<file path="src/rtl/trap_ctrl.sv">
// ---------------------------------------------------------------------------
// trap_ctrl -- commit-stage trap / return / wait-for-interrupt controller.
//
// Decides, per committed instruction, whether it retires normally, takes a
// trap (interrupt or exception), returns from a trap (MRET) or parks the core
// (WFI). Traps and returns redirect fetch through a valid/ready handshake.
//
// Ports
//   clk, reset          clock; synchronous active-high reset
//   commit_valid/ready  commit-stage instruction handshake
//   commit_pc           PC of the commit-stage instruction
//   commit_exc/cause    exception raised by it and its cause code
//   commit_mret/wfi     the instruction is MRET / WFI
//   interrupted         enabled interrupt pending (CSR file)
//   trap_pc, ret_pc     mtvec / mepc (CSR file)
//   handle_trap         trap-entry strobe to the CSR file
//   exit_trap           trap-return strobe to the CSR file
//   exception           the trap is an exception (0 for interrupts)
//   exception_cause     cause code for the CSR file (0 unless exception)
//   current_pc          PC saved as mepc (0 unless handle_trap)
//   redirect_valid/     fetch redirect handshake; redirect_pc is held
//   ready/pc              stable while redirect_valid is high
//   flush               kill all younger in-flight instructions
//   retired             one pulse per architecturally retired instruction
//
// Handshakes: a transfer happens on a rising clk edge where both valid and
// ready are 1. commit_ready does not depend on commit_valid, and
// redirect_valid/redirect_pc do not depend on redirect_ready.
//
// Event strobes are decoded in the event cycle (from state plus the commit
// inputs) so a trap is visible at T and the redirect at T+1; commit_ready
// and redirect_valid are decoded from the state register only.
// ---------------------------------------------------------------------------
module trap_ctrl (
  input  logic        clk,
  input  logic        reset,
  input  logic        commit_valid,
  output logic        commit_ready,
  input  logic [31:0] commit_pc,
  input  logic        commit_exc,
  input  logic [30:0] commit_cause,
  input  logic        commit_mret,
  input  logic        commit_wfi,
  input  logic        interrupted,
  input  logic [31:0] trap_pc,
  input  logic [31:0] ret_pc,
  output logic        handle_trap,
  output logic        exit_trap,
  output logic        exception,
  output logic [30:0] exception_cause,
  output logic [31:0] current_pc,
  output logic        redirect_valid,
  input  logic        redirect_ready,
  output logic [31:0] redirect_pc,
  output logic        flush,
  output logic        retired
);

  typedef enum logic [1:0] {
    RUN      = 2'd0,
    REDIRECT = 2'd1,
    WFI      = 2'd2
  } state_t;

  state_t      state;
  logic [31:0] redirect_pc_q;
  logic [31:0] wake_pc_q;

  // Prioritised commit events: interrupt > exception > mret > wfi > normal.
  // An interrupt is only taken against a valid instruction so it has a PC.
  logic take_irq, take_exc, take_mret, take_wfi, take_norm;

  always_comb begin
    take_irq  = commit_valid & interrupted;
    take_exc  = commit_valid & ~interrupted & commit_exc;
    take_mret = commit_valid & ~interrupted & ~commit_exc & commit_mret;
    take_wfi  = commit_valid & ~interrupted & ~commit_exc & ~commit_mret & commit_wfi;
    take_norm = commit_valid & ~interrupted & ~commit_exc & ~commit_mret & ~commit_wfi;
  end

  // Output decode; everything is forced low while reset is asserted so no
  // strobe can escape during reset regardless of the current state.
  always_comb begin
    commit_ready    = 1'b0;
    redirect_valid  = 1'b0;
    handle_trap     = 1'b0;
    exit_trap       = 1'b0;
    exception       = 1'b0;
    exception_cause = '0;
    current_pc      = '0;
    flush           = 1'b0;
    retired         = 1'b0;
    if (!reset) begin
      case (state)
        RUN: begin
          commit_ready = 1'b1;
          if (take_irq) begin
            handle_trap = 1'b1;
            current_pc  = commit_pc;
            flush       = 1'b1;
          end else if (take_exc) begin
            handle_trap     = 1'b1;
            exception       = 1'b1;
            exception_cause = commit_cause;
            current_pc      = commit_pc;
            flush           = 1'b1;
          end else if (take_mret) begin
            exit_trap = 1'b1;
            retired   = 1'b1;
            flush     = 1'b1;
          end else if (take_wfi) begin
            retired = 1'b1;
            flush   = 1'b1;
          end else if (take_norm) begin
            retired = 1'b1;
          end
        end
        REDIRECT: begin
          redirect_valid = 1'b1;
          flush          = 1'b1;
        end
        WFI: begin
          flush = 1'b1;
          if (interrupted) begin
            handle_trap = 1'b1;
            current_pc  = wake_pc_q;
          end
        end
        default: ;
      endcase
    end
  end

  assign redirect_pc = redirect_pc_q;

  always_ff @(posedge clk) begin
    if (reset) begin
      state         <= RUN;
      redirect_pc_q <= '0;
      wake_pc_q     <= '0;
    end else begin
      case (state)
        RUN: begin
          if (take_irq || take_exc) begin
            redirect_pc_q <= trap_pc;
            state         <= REDIRECT;
          end else if (take_mret) begin
            redirect_pc_q <= ret_pc;
            state         <= REDIRECT;
          end else if (take_wfi) begin
            // Resume point after the WFI; wraps naturally at 2^32.
            wake_pc_q <= commit_pc + 32'd4;
            state     <= WFI;
          end
        end
        REDIRECT: begin
          if (redirect_ready) state <= RUN;
        end
        WFI: begin
          if (interrupted) begin
            redirect_pc_q <= trap_pc;
            state         <= REDIRECT;
          end
        end
        default: state <= RUN;
      endcase
    end
  end

endmodule

</file>
<file path="config.mk">
export PLATFORM = sky130hd
export DESIGN_NAME = trap_ctrl
export DESIGN_NICKNAME = d
export VERILOG_FILES = /design/src/rtl/trap_ctrl.sv
export SDC_FILE = /design/constraint.sdc
export NUM_CORES = 1
export LEC_CHECK = 0
export ABC_AREA = 1
export CAP_MARGIN = 20
export CORE_MARGIN = 2
export CORE_UTILIZATION = 38
export CTS_CLUSTER_SIZE = 25
export DETAILED_ROUTE_END_ITERATION = 12
export PLACE_DENSITY = 0.8
export REMOVE_ABC_BUFFERS = 1
export SLEW_MARGIN = 10
export SYNTH_ARGS = -nofsm -noshare
export SYNTH_HDL_FRONTEND = slang
export SYNTH_SLANG_ARGS = --single-unit
</file>
<file path="constraint.sdc">
create_clock -name clk -period 1.5 [get_ports clk]
set_clock_uncertainty 0.1 [all_clocks]
set_input_delay 0.15 -clock clk [delete_from_list [all_inputs] [get_ports clk]]
set_output_delay 0.15 -clock clk [all_outputs]
set_load 0.03 [all_outputs]
</file>
# Word-level counts from Yosys, hierarchy flattened
# Cells that the tools add are included.
[classes] add_sub_neg=1 eq_ne=6 reduce_logical=7 n_mux=49 n_bitwise=14
[op_table] operator="two-way mux 32 bit" n=7
[op_table] operator="one-hot mux 32 bit (2 select lines)" n=2
[op_table] operator="two-way mux 31 bit" n=4
[op_table] operator="adder 32 x 3 -> 32 bit, second input constant" n=1
[op_table] operator="two-way mux 1 bit" n=28
[op_table] operator="two-way mux 2 bit" n=5
[op_table] operator="bitwise AND 1 bit" n=8
[op_table] operator="NOT 1 bit" n=6
[op_table] operator="one-hot mux 2 bit (3 select lines)" n=1
[op_table] operator="AND reduction 3 bit" n=2
[op_table] operator="!= test 2 bit, second input constant" n=2
[op_table] operator="!= test 4 bit, second input constant" n=1
[op_table] operator="one-hot mux 1 bit (2 select lines)" n=2
[op_table] operator="AND reduction 4 bit" n=1
[op_table] operator="!= test 3 bit, second input constant" n=1
[op_table] operator="equality test 2 x 1 -> 1 bit, second input constant" n=1
[op_table] operator="equality test 2 bit, second input constant" n=1
[op_table] operator="logical NOT 2 bit" n=1
[op_table] operator="nonzero test 2 bit" n=1
[op_table] operator="OR reduction 2 bit" n=1
[op_table] operator="logical OR 1 bit" n=1
[totals] elab_cells=80 regBits=66 input_bits=135 output_inout_bits=102

# Logic depth before layout (Yosys ltp)
# Gate-level depths: netlist of the first run.
[logic_depth] word_depth=12 mapped_depth=10

# Worst setup path after synthesis of the first run
# OpenSTA, ideal clock, no wires.
[synth_timing] kind="register to output" start="reg state[0]" end="out exception_cause[0]" setup_slack_ps=-795 arrival_time_ps=2045 path_stages_with_launch=8 path_buffers=1 cell_sequence="dfxtp_1 -> inv_1 -> ha_1 -> inv_1 -> nor3_2 -> inv_1 -> clkbuf_1 -> nor2_1"
[synth_between] elab_chain_cells=3
[synth_lines] item="start, declared" line="65" text="state_t state;"
[synth_lines] item="start signal, assigned" line="138" text="state <= RUN;"
[synth_lines] item="start signal, assigned" line="146" text="state <= REDIRECT;"
[synth_lines] item="start signal, assigned" line="149" text="state <= REDIRECT;"
[synth_lines] item="logical NOT 2 bit" line="94" text="case (state)"
[synth_lines] item="two-way mux 31 bit" line="94"
[synth_lines] item="two-way mux 31 bit" line="93" text="if (!reset) begin"
[synth_lines] item="end, declared" line="50" text="output logic [30:0] exception_cause,"
# No other way between the ends.

# Worst setup path after layout of the first run
[layout_timing] start="reg state[1]" end="out exception_cause[19]"
# Same word-level chain as after synthesis.

==> results of run 1 <==
-- power by group --
| group | internal (mW) | total, mW | switching [mW] |
|---|---|---|---|
| logic | 4.35 | 9.68 | 5.33 |
| clock network | 1.71 | 2.56 | 0.853 |
| registers | 2.14 | 2.36 | 0.216 |
| total | 8.20 | 14.6 | 6.40 |
-- registers in the layout, summed over array words and instances (netlist names) --
| signal | flops |
|---|---|
| wake_pc_q | 32 |
| state | 2 |
| redirect_pc | 32 |
-- area by class of cell --
type	count	area share, %
Clock buffer	11	2.37
Tap cell	172	2.02
Inverter	159	5.82
Timing Repair Buffer	375	37.5
Sequential cell	66	12.4
Clock inverter	5	0.939
Multi-Input combinational cell	629	38.9
-- what timing repair did --
item / 4_1_cts / 5_1_grt
setup endpoints to repair: 165 / 135
buffers inserted: 21 / 16
pin swaps: 31 / 77
resized for setup: 158 / 358
cloned: 8 / 7
-- path summary, 6_finish.rpt --
| path | from | endpoint | slack [ps] | depth (start not counted) |
|---|---|---|---|---|
| worst max-delay path | state[1]$_SDFFE_PP0P_ | exception_cause[19] | -570 | 8 |
| worst min-delay path | commit_pc[2] | wake_pc_q[2]$_SDFFE_PP0P_ | 140 | 3 |
| worst max register to register | state[1]$_SDFFE_PP0P_ | redirect_pc[5]$_SDFFE_PP0P_ | -470 | 13 |
| worst min register to register | wake_pc_q[23]$_SDFFE_PP0P_ | wake_pc_q[23]$_SDFFE_PP0P_ | 410 | 2 |
-- routing by layer --
metal	global-route usage, %	share of wire [%]
met2	50.5	50
met3	6.76	8.9
met5	0	0
met1	31.6	35
met4	14.9	6.2
-- worst register-to-register path: stages (launching register included) --
cell and delay (ps):
dfxtp_4 390, inv_4 50, ha_4 180, buf_6 140
buf_6 120, buf_6 120, nand2_4 80, o211ai_4 80
buf_12 160, buf_12 130, buf_8 120, nand2_2 40
nand2_1 50, nor2_1 130
-- Yosys cell counts --
cell and number:
ha_1 5, and2_1 1, inv_1 157, o21ai_0 54, clkbuf_1 16, nor4_1 1, buf_1 6, nor2_4 3
nor2_1 176, nand3_2 1, buf_4 1, nand2_4 1, xnor2_1 2, nor2_2 2, nor3_1 2, nand3b_1 2
nand2_2 3, or2_2 1, nand4_1 3, o21bai_1 2, buf_2 12, buf_6 11, o211ai_4 1, o22ai_1 17
inv_2 2, a21oi_1 44, nand2_1 238, nand3_1 64, xor2_1 2, dfxtp_1 66, nor3_2 1, nor2_8 1
-- metrics by stage --
step | cells | TNS (ps)
6_report | 1417 | -46210
5_1_grt | 1417 | -50850
4_1_cts | 1401 | -36690
3_5_place_dp | 1356 | -49600
3_3_place_gp | 1356 | -46850
2_1_floorplan | 852 | -144250
-- cell families after synthesis --
kind of cell / count (synthesis) / synth area share (%)
compound gates: 118 / 12.7
xor+xnor: 4 / 0.704
fa+ha+maj: 5 / 1.26
buf+inv: 205 / 17.5
flops: 66 / 26.6
simple gates: 500 / 41.3
==> flow_metrics.tcl, run 1 <==
set metrics [dict create \
    setup_ws_ps -568 \
    drtIter0Drc 686 \
    diodes 0 \
    finalPower_mw 14.6 \
    cp_data_required_time_ps 1250 \
    synth_top_area_share_pct 26.6 \
    slowest_stage "dfxtp_4" \
    post-place-ws_ps -503 \
    die_width_um 118 \
    clk_pin_slew_worst_paths_ps 60 \
    wirelength_um 26400 \
    path_class "flip-flop to output pin" \
    period_share_pct 138 \
    overflow 0 \
    synth_cells 898 \
    grt_pass1_wl_um 32300 \
    track_usage_pct 28.5 \
    htreeDepth 3 \
    final_common_cell "nand2_1" \
    finalSetupViolCount 135 \
    path_common_cell "inv_4" \
    hold_slack_ps 137 \
    clockRootBuffer "clkbuf_16" \
    syn_to_final_growth_pct 114 \
    cts_sinks 66 \
    cap_violations 0 \
    grt_max_degree 37 \
    maxSlewHeadroom_pct 76.3 \
    initial_core_util_pct 39.1 \
    fin_nets 1380 \
    violations "setup timing" \
    synth_cell_types 32 \
    ys_warn_count 0 \
    path_cells "inv_4 > ha_4 > inv_4 > nor3_4 > inv_2 > clkbuf_16 > nor2_1 > buf_4" \
    synth_area_leader_cell "dfxtp_1" \
    final_area_mm2 0.0107 \
    multi_input_area_mm2 0.00415 \
    cts_tree "done" \
    rsz0062_at_grt "yes" \
    place_area_mm2 0.00800 \
    portBuffers 236 \
    drc 0 \
    tightest_slew_ps 358 \
    hp-class "input port to flip-flop" \
    cts_made_buffers 9 \
    ff_latch_area_mm2 0.00133 \
    clk_path_buf_depth 2 \
    cp_top_family "buffers and inverters" \
    worst_path_largest_cell_delay_ps 370 \
    fillers 693 \
    core_mm2 0.0127 \
    layout_common_cells "nand2_1 (182), inv_1 (150), clkdlybuf4s50_1 (117)" \
    post-route-util_pct 83.8 \
    yosysSeqAreaShare_pct 26.6 \
    place_congestion 0.921 \
    dr.pass1.iters 7 \
    drive_gt1_share_pct 40.0 \
    synth_seq_cells 66 \
    synthTopCellsByArea "dfxtp_1 (27%), nand2_1 (18%), nor2_1 (13%)" \
    timing.fmax_mhz 484 \
    grt_pass1_vias 6537 \
    leakage_nw 4.90 \
    ctsHoldBuffers 0 \
    crit_arrival_ps 1820 \
    via_count 7526 \
    cp.buffers_inverters 5 \
    synthesis.area_mm2 0.00498 \
    slew_violations 0 \
    final_antenna_net_count 0 \
    power_density_mw_per_mm2 1370 \
    row_count 41 \
    insertion_delay_ps 350 \
    layout_min_cycle_time_ps 2070 \
    place_hpwl_um 13700 \
    irDropWorstVdd_mv 0.874 \
    pin_count 237 \
    syn_avg_cell_area_um2 5.54 \
    hold_violations 0 \
    antenna_found_initial 0 \
    cp_max_fo 8 \
    die_y_um 118 \
    die_area_mm2 0.0140 \
    worstSetupEndpointType "output pin" \
    startpoint_type "flip-flop" \
    post_drt_via_cell_ratio 5.31 \
    routedWlPerCell_um 18.7 \
    status "complete, but fails checks" \
]
Note: power is estimated with default switching activity, not from simulation.
==> inputs of run 2 (changes only) <==
--- a/config.mk
+++ b/config.mk
@@ -5,13 +5,12 @@
 export SDC_FILE = /design/constraint.sdc
 export NUM_CORES = 1
 export LEC_CHECK = 0
-export ABC_AREA = 1
 export CAP_MARGIN = 20
-export CORE_MARGIN = 2
-export CORE_UTILIZATION = 38
+export CORE_UTILIZATION = 35
 export CTS_CLUSTER_SIZE = 25
 export DETAILED_ROUTE_END_ITERATION = 12
 export PLACE_DENSITY = 0.8
+export RECOVER_POWER = 50
 export REMOVE_ABC_BUFFERS = 1
 export SLEW_MARGIN = 10
 export SYNTH_ARGS = -nofsm -noshare
==> run 2 against run 1 <==
Net effect: the run still ends with setup timing left; non-clock buffer count increased by 1; via count decreased by 18%; count of clock-buffer cells in the layout decreased by 1; final cell count decreased by 29%; sequential power decreased by 2%; flip-flop and latch count unchanged; critical path depth increased by 2; worst setup slack got worse by 280 ps; fmax decreased by 12%; routed wire length decreased by 5.6%; cell area decreased by 13%.
==> flow_metrics.tcl, run 2 <==
set metrics [dict create \
    status "complete, but fails checks" \
    violations "setup timing" \
    initial_core_util_pct 36.6 \
    finalSetupViolCount 136 \
    hp-class "input port to flip-flop" \
    drtIter0Drc 507 \
    leakage_nw 3.75 \
    syn_to_final_growth_pct 130 \
    cp.buffers_inverters 5 \
    layout_min_cycle_time_ps 2350 \
    finalPower_mw 10.3 \
    synth_seq_cells 66 \
    track_usage_pct 35.8 \
    intPower_mw 6.09 \
    place_hpwl_um 11800 \
    ys_warn_count 0 \
    grt_pass1_wl_um 32400 \
    synth_edf_count 0 \
    pin_count 237 \
    row_count 38 \
    slowest_stage "dfxtp_2" \
    synth_fa_ha_area_share_pct 1.55 \
    crit_cells 10 \
    startpoint_type "flip-flop" \
    diodes 0 \
    synthTopCellsByArea "dfxtp_1 (33%), a211oi_1 (9.7%), nor2_1 (9.4%)" \
    wirelength_um 25000 \
    routedWlPerCell_um 24.9 \
    power_frac_comb_pct 54.4 \
    seqPwrFrac_pct 22.3 \
    power_frac_clock_pct 23.2 \
    setup_ws_ps -846 \
    cts_sinks 66 \
    htreeDepth 3 \
    portBuffers 236 \
    synthesis.area_mm2 0.00404 \
    die_y_um 109 \
    overflow 0 \
    synth_area_leader_cell "dfxtp_1" \
    path_cells "inv_2 > ha_4 > buf_6 > nand2_4 > nor2_4 > buf_4 > buf_16 > a22oi_1 > nor2_1 > buf_4" \
    grt_max_degree 62 \
    timing.fmax_mhz 426 \
    worst_path_largest_cell_delay_ps 350 \
    cp_max_fo 8 \
    synth_top_family_by_area "simple AND/OR/NAND/NOR gates" \
    yosysSeqAreaShare_pct 32.7 \
    antenna_found_initial 0 \
    synth_mux_area_share_pct 8.17 \
    drc 0 \
    synth_top_area_share_pct 32.7 \
    swShare_pct 41.1 \
    rsz0062_at_grt "yes" \
    grt_pass1_vias 6014 \
    slew_violations 0 \
    dr.pass1.iters 7 \
    async_flop_share_pct 0 \
    fin_nets 999 \
    final_antenna_net_count 0 \
    fin_setup_tns_ps -75790 \
    tightest_slew_ps 685 \
    cts_made_buffers 9 \
    clk_path_buf_depth 2 \
    synthSimpleGateAreaFrac_pct 26.8 \
    worstSetupEndpointType "output pin" \
    layout_common_cells "buf_4 (114), clkdlybuf4s50_1 (111), nor2_1 (79)" \
    yosysMostFrequentCell "nor2_1" \
    synth-xor-area-share_pct 3.25 \
    place_area_mm2 0.00708 \
    via_count 6193 \
    die_width_um 109 \
    final_area_mm2 0.00928 \
    cap_violations 0 \
    cp_top_family "buffers and inverters" \
    clk_pin_slew_worst_paths_ps 60 \
    ctsHoldBuffers 0 \
    period_share_pct 156 \
    cts_tree "done" \
    place_congestion 0.893 \
    cp_data_required_time_ps 1250 \
    clockRootBuffer "clkbuf_16" \
    hold_violations 0 \
    path_common_cell "buf_4" \
    post_drt_via_cell_ratio 6.17 \
    power_density_mw_per_mm2 1110 \
    path_class "flip-flop to output pin" \
    maxSlewHeadroom_pct 53.7 \
    ff2ff_path_depth 9 \
    netlist_top_cells_count "nor2_1 (101), dfxtp_1 (66), a211oi_1 (52)" \
    drive_gt1_share_pct 46.8 \
    insertion_delay_ps 340 \
    fillers 530 \
    synth_compound_area_share_pct 22.0 \
    crit_arrival_ps 2100 \
    final_common_cell "buf_4" \
    post-route-util_pct 84.1 \
    post-place-ws_ps -886 \
    synth_cells 514 \
    die_area_mm2 0.0120 \
    synth_flop_cell "dfxtp_1" \
    syn_avg_cell_area_um2 7.87 \
    p_switching_mw 4.24 \
    irDropWorstVdd_mv 0.999 \
    core_mm2 0.0110 \
    r2r_slack_ps -710 \
    hold_path_depth 3 \
    synth_cell_types 44 \
]
[run 2: cell count changes in the layout (fill, tap and decap cells not counted), moves of 21 or more]
cell	previous run	this run
and2_4	0	34
nand2_2	42	0
o21ai_0	29	3
nor2_1	100	79
nand2_1	182	13
nor2_2	55	8
a211oi_2	0	32
inv_1	150	11
nand3_2	31	1
[run 2: cell type report]
class	instances	area [um^2]	share of cell area [%]
Clock buffer	10	239	2.58
Clock inverter	6	88.8	0.957
Inverter	13	48.8	0.526
Multi-Input combinational cell	393	3500	37.7
Sequential cell	66	1320	14.3
Tap cell	140	175	1.89
Timing Repair Buffer	376	3910	42.1
[run 2: repair_timing]
action	4_1_cts	5_1_grt
pin swaps	72	58
setup endpoints to repair	168	136
resized for setup	261	105
endpoints found under the hold margin	0	0
cloned	17	4
buffers inserted	24	15
[run 2: worst paths after layout]
kind                                        to                       from
hold reg to reg      wake_pc_q[1]$_SDFFE_PP0P_  wake_pc_q[1]$_SDFFE_PP0P_
hold / removal       wake_pc_q[2]$_SDFFE_PP0P_               commit_pc[2]
setup reg to reg  redirect_pc[16]$_SDFFE_PP0P_      state[1]$_SDFFE_PP0P_
setup / recovery                 current_pc[0]      state[1]$_SDFFE_PP0P_
[run 2: tightest hold or removal path, stage by stage]
cell and delay [ps]:
clkdlybuf4s15_1 230, buf_6 140, a211oi_2 70
[run 2: cells by family (layout without fill, tap and decap cells)]
family                     count (synthesis)  after routing
xor gates and xnor gates                  15             15
adders and majority gates                  5              5
and+or+nand+nor                          217            220
DFF                                       66             66
muxes                                     33             33
buffers and inverters                     58            405
AOI/OAI and AO/OA                        120            120
[run 2: power groups by stage]
stage                     combinational (mW)  clock (mW)  sequential [mW]
after floorplan                         1.42           0             2.74
after global placement                  3.99           0             2.28
after detailed placement                4.09           0             2.30
after CTS                               4.84        2.33             2.26
after global routing                    5.81        2.46             2.33
final                                   5.62        2.40             2.31
[run 2: per-layer routing]
metal / track usage (%) / up-vias / share of wire, %
li1: - / 2575 / -
met1: 38.0 / 2964 / 35
met2: 63.3 / 491 / 48
met3: 8.42 / 163 / 9.1
met4: 23.6 / 0 / 7.6
met5: 0 / - / 0
[run 2: through the flow]
stage / hold WS [ps] / instances
floorplan: 119 / 469
global placement: 344 / 935
detailed placement: 354 / 935
CTS: 189 / 990
global route: 200 / 1004
finish: 200 / 1004
==> inputs of run 3 (changes only) <==
--- a/config.mk
+++ b/config.mk
@@ -6,10 +6,13 @@
 export NUM_CORES = 1
 export LEC_CHECK = 0
 export CAP_MARGIN = 20
-export CORE_UTILIZATION = 35
+export CORE_MARGIN = 3
+export CORE_UTILIZATION = 40
+export CTS_CLUSTER_DIAMETER = 120
 export CTS_CLUSTER_SIZE = 25
 export DETAILED_ROUTE_END_ITERATION = 12
-export PLACE_DENSITY = 0.8
+export DONT_BUFFER_PORTS = 1
+export PLACE_DENSITY = 0.58
 export RECOVER_POWER = 50
 export REMOVE_ABC_BUFFERS = 1
 export SLEW_MARGIN = 10
==> run 3 against run 2 <==
Net effect: worst hold slack worse by 440 ps; via count down 22%; highest routed layer unchanged; the flow finishes with violations (hold timing, setup timing); routed wire length down 27%; flip-flop and latch count unchanged; critical endpoint is now current_pc[13]; die area down 5.3%; sequential power about the same; critical path depth down 2; utilization down 8.0 points; first-iteration DRC count down 52%.
==> flow_metrics.tcl, run 3 (same netlist as run 2, synthesis figures left out) <==
set metrics [dict create \
    status "complete, but fails checks" \
    violations "hold timing, setup timing" \
    multi_input_area_mm2 0.00340 \
    htreeDepth 3 \
    path_cells "inv_4 > ha_4 > buf_4 > buf_4 > o21ai_4 > buf_12 > nor2_1 > buf_4" \
    final_area_mm2 0.00747 \
    startpoint_type "flip-flop" \
    cts_made_buffers 9 \
    irDropWorstVdd_mv 1.41 \
    syn_to_final_growth_pct 84.9 \
    place_area_mm2 0.00528 \
    cp_data_required_time_ps 1250 \
    fin_nets 824 \
    maxSlewHeadroom_pct 47.9 \
    grt_pass1_wl_um 26700 \
    hold_violations 62 \
    worstSetupEndpointType "output pin" \
    overflow 0 \
    power_frac_clock_pct 15.5 \
    insertion_delay_ps 350 \
    drc 0 \
    seqPwrFrac_pct 25.3 \
    hold_path_depth 1 \
    portBuffers 0 \
    die_width_um 107 \
    hp-class "input port to flip-flop" \
    use_met2_pct 51.6 \
    leakage_nw 2.89 \
    grt_max_degree 71 \
    layout_common_cells "buf_4 (88), dfxtp_1 (64), nor2_1 (61)" \
    finalSetupViolCount 136 \
    intPower_mw 5.26 \
    grt_busiest_layer "met2" \
    drtIter0Drc 243 \
    swShare_pct 43.1 \
    p_switching_mw 3.98 \
    clockRootBuffer "clkbuf_8" \
    setup_ws_ps -604 \
    period_share_pct 140 \
    cts_sinks 66 \
    row_count 36 \
    slew_violations 0 \
    place_hpwl_um 9380 \
    layout_min_cycle_time_ps 2100 \
    path_class "flip-flop to output pin" \
    grt_pass1_vias 5068 \
    use_met1_pct 35.1 \
    cts_tree "done" \
    place_congestion 0.820 \
    timing.fmax_mhz 475 \
    tightest_slew_ps 771 \
    pin_count 237 \
    initial_core_util_pct 41.2 \
    worst_path_largest_cell_delay_ps 370 \
    ff2ff_path_depth 9 \
    core_mm2 0.00982 \
    path_common_cell "buf_4" \
    cp_max_fo 32 \
    routedWlPerCell_um 22.0 \
    power_density_mw_per_mm2 1240 \
    clk_pin_slew_worst_paths_ps 80 \
    clk_path_buf_depth 2 \
    antenna_found_initial 0 \
    crit_arrival_ps 1850 \
    die_area_mm2 0.0113 \
    post_drt_via_cell_ratio 5.90 \
    via_count 4848 \
    cap_violations 0 \
    hold_slack_ps -235 \
    power_frac_comb_pct 59.2 \
    die_y_um 107 \
    slowest_stage "dfxtp_2" \
    dr.pass1.iters 5 \
    final_antenna_net_count 0 \
    fillers 642 \
    drive_gt1_share_pct 56.2 \
    track_usage_pct 29.8 \
    met3_usage_pct 7.77 \
    wirelength_um 18100 \
    ctsHoldBuffers 6 \
    final_common_cell "buf_4" \
    diodes 0 \
    rsz0062_at_grt "yes" \
    ff_latch_area_mm2 0.00132 \
]
==> run 3: cell count changes in the layout (fill, tap and decap cells not counted), moves of 18 or more <==
| cell | previous run | this run |
|---|---|---|
| buf_4 | 114 | 88 |
| clkdlybuf4s50_1 | 111 | 0 |
| dlygate4sd2_1 | 51 | 0 |
| nor2_1 | 79 | 61 |
| a211oi_1 | 20 | 2 |
==> run 3: final cells by class <==
class,count,share of cell area [%]
tap,133,2.23
inverter,13,0.720
sequential,66,17.7
timing repair buffer,204,31.4
clock buffer,9,1.66
clock inverter,7,0.804
multi-input combinational,390,45.5
==> run 3: routing by layer <==
metal	vias up	part of all wire, %	routed length (um)
met5	-	0	0
met4	0	1.7	301
met3	31	8.2	1490
met2	251	52	9360
met1	2346	38	6950
li1	2220	-	-
==> run 3: power by group through the flow <==
stage | Clock (mW) | Sequential (mW) | Combinational, mW
4_1_cts | 1.45 | 2.30 | 5.30
6_report | 1.43 | 2.33 | 5.47
2_1_floorplan | 0 | 2.74 | 1.42
5_1_grt | 1.53 | 2.37 | 5.74
3_5_place_dp | 0 | 2.30 | 3.30
3_3_place_gp | 0 | 2.28 | 3.25
==> run 3: path summary, 6_finish.rpt <==
check / from / slack, ps / to
worst max-delay path: state[1]$_SDFFE_PP0P_ / -600 / current_pc[13]
worst max register to register: state[1]$_SDFFE_PP0P_ / -440 / wake_pc_q[24]$_SDFFE_PP0P_
worst min register to register: wake_pc_q[0]$_SDFFE_PP0P_ / 380 / wake_pc_q[0]$_SDFFE_PP0P_
worst min-delay path: reset / -240 / wake_pc_q[17]$_SDFFE_PP0P_
==> run 3: repair_timing <==
action,4_1_cts,5_1_grt
resized for setup,207,103
cloned,21,6
setup buffers,28,8
endpoints found under the hold margin,66,63
endpoints found under the setup margin,136,136
pin swaps,60,51
==> run 3: worst max-delay path: cells and delay by family (launching register included) <==
kind | cells | cell delay [ps]
AO/OA/AOI/OAI | 1 | 160
flip-flops | 1 | 370
AND/OR/NAND/NOR | 1 | 90
adder cells (fa/ha/maj) | 1 | 170
buffers and inverters | 5 | 690
==> run 3: stage by stage <==
step / util (%) / instances / setup slack (ps) / power, mW / TNS [ps]
final: 76.1 / 822 / -604 / 9.24 / -59120
after global routing: 76.1 / 822 / -676 / 9.64 / -68600
after CTS: 72.7 / 818 / -531 / 9.05 / -55840
after detailed placement: 53.8 / 748 / -340 / 5.60 / -30980
after global placement: 53.8 / 748 / -313 / 5.53 / -27310
after floorplan: - / 469 / -2140 / 4.17 / -163210
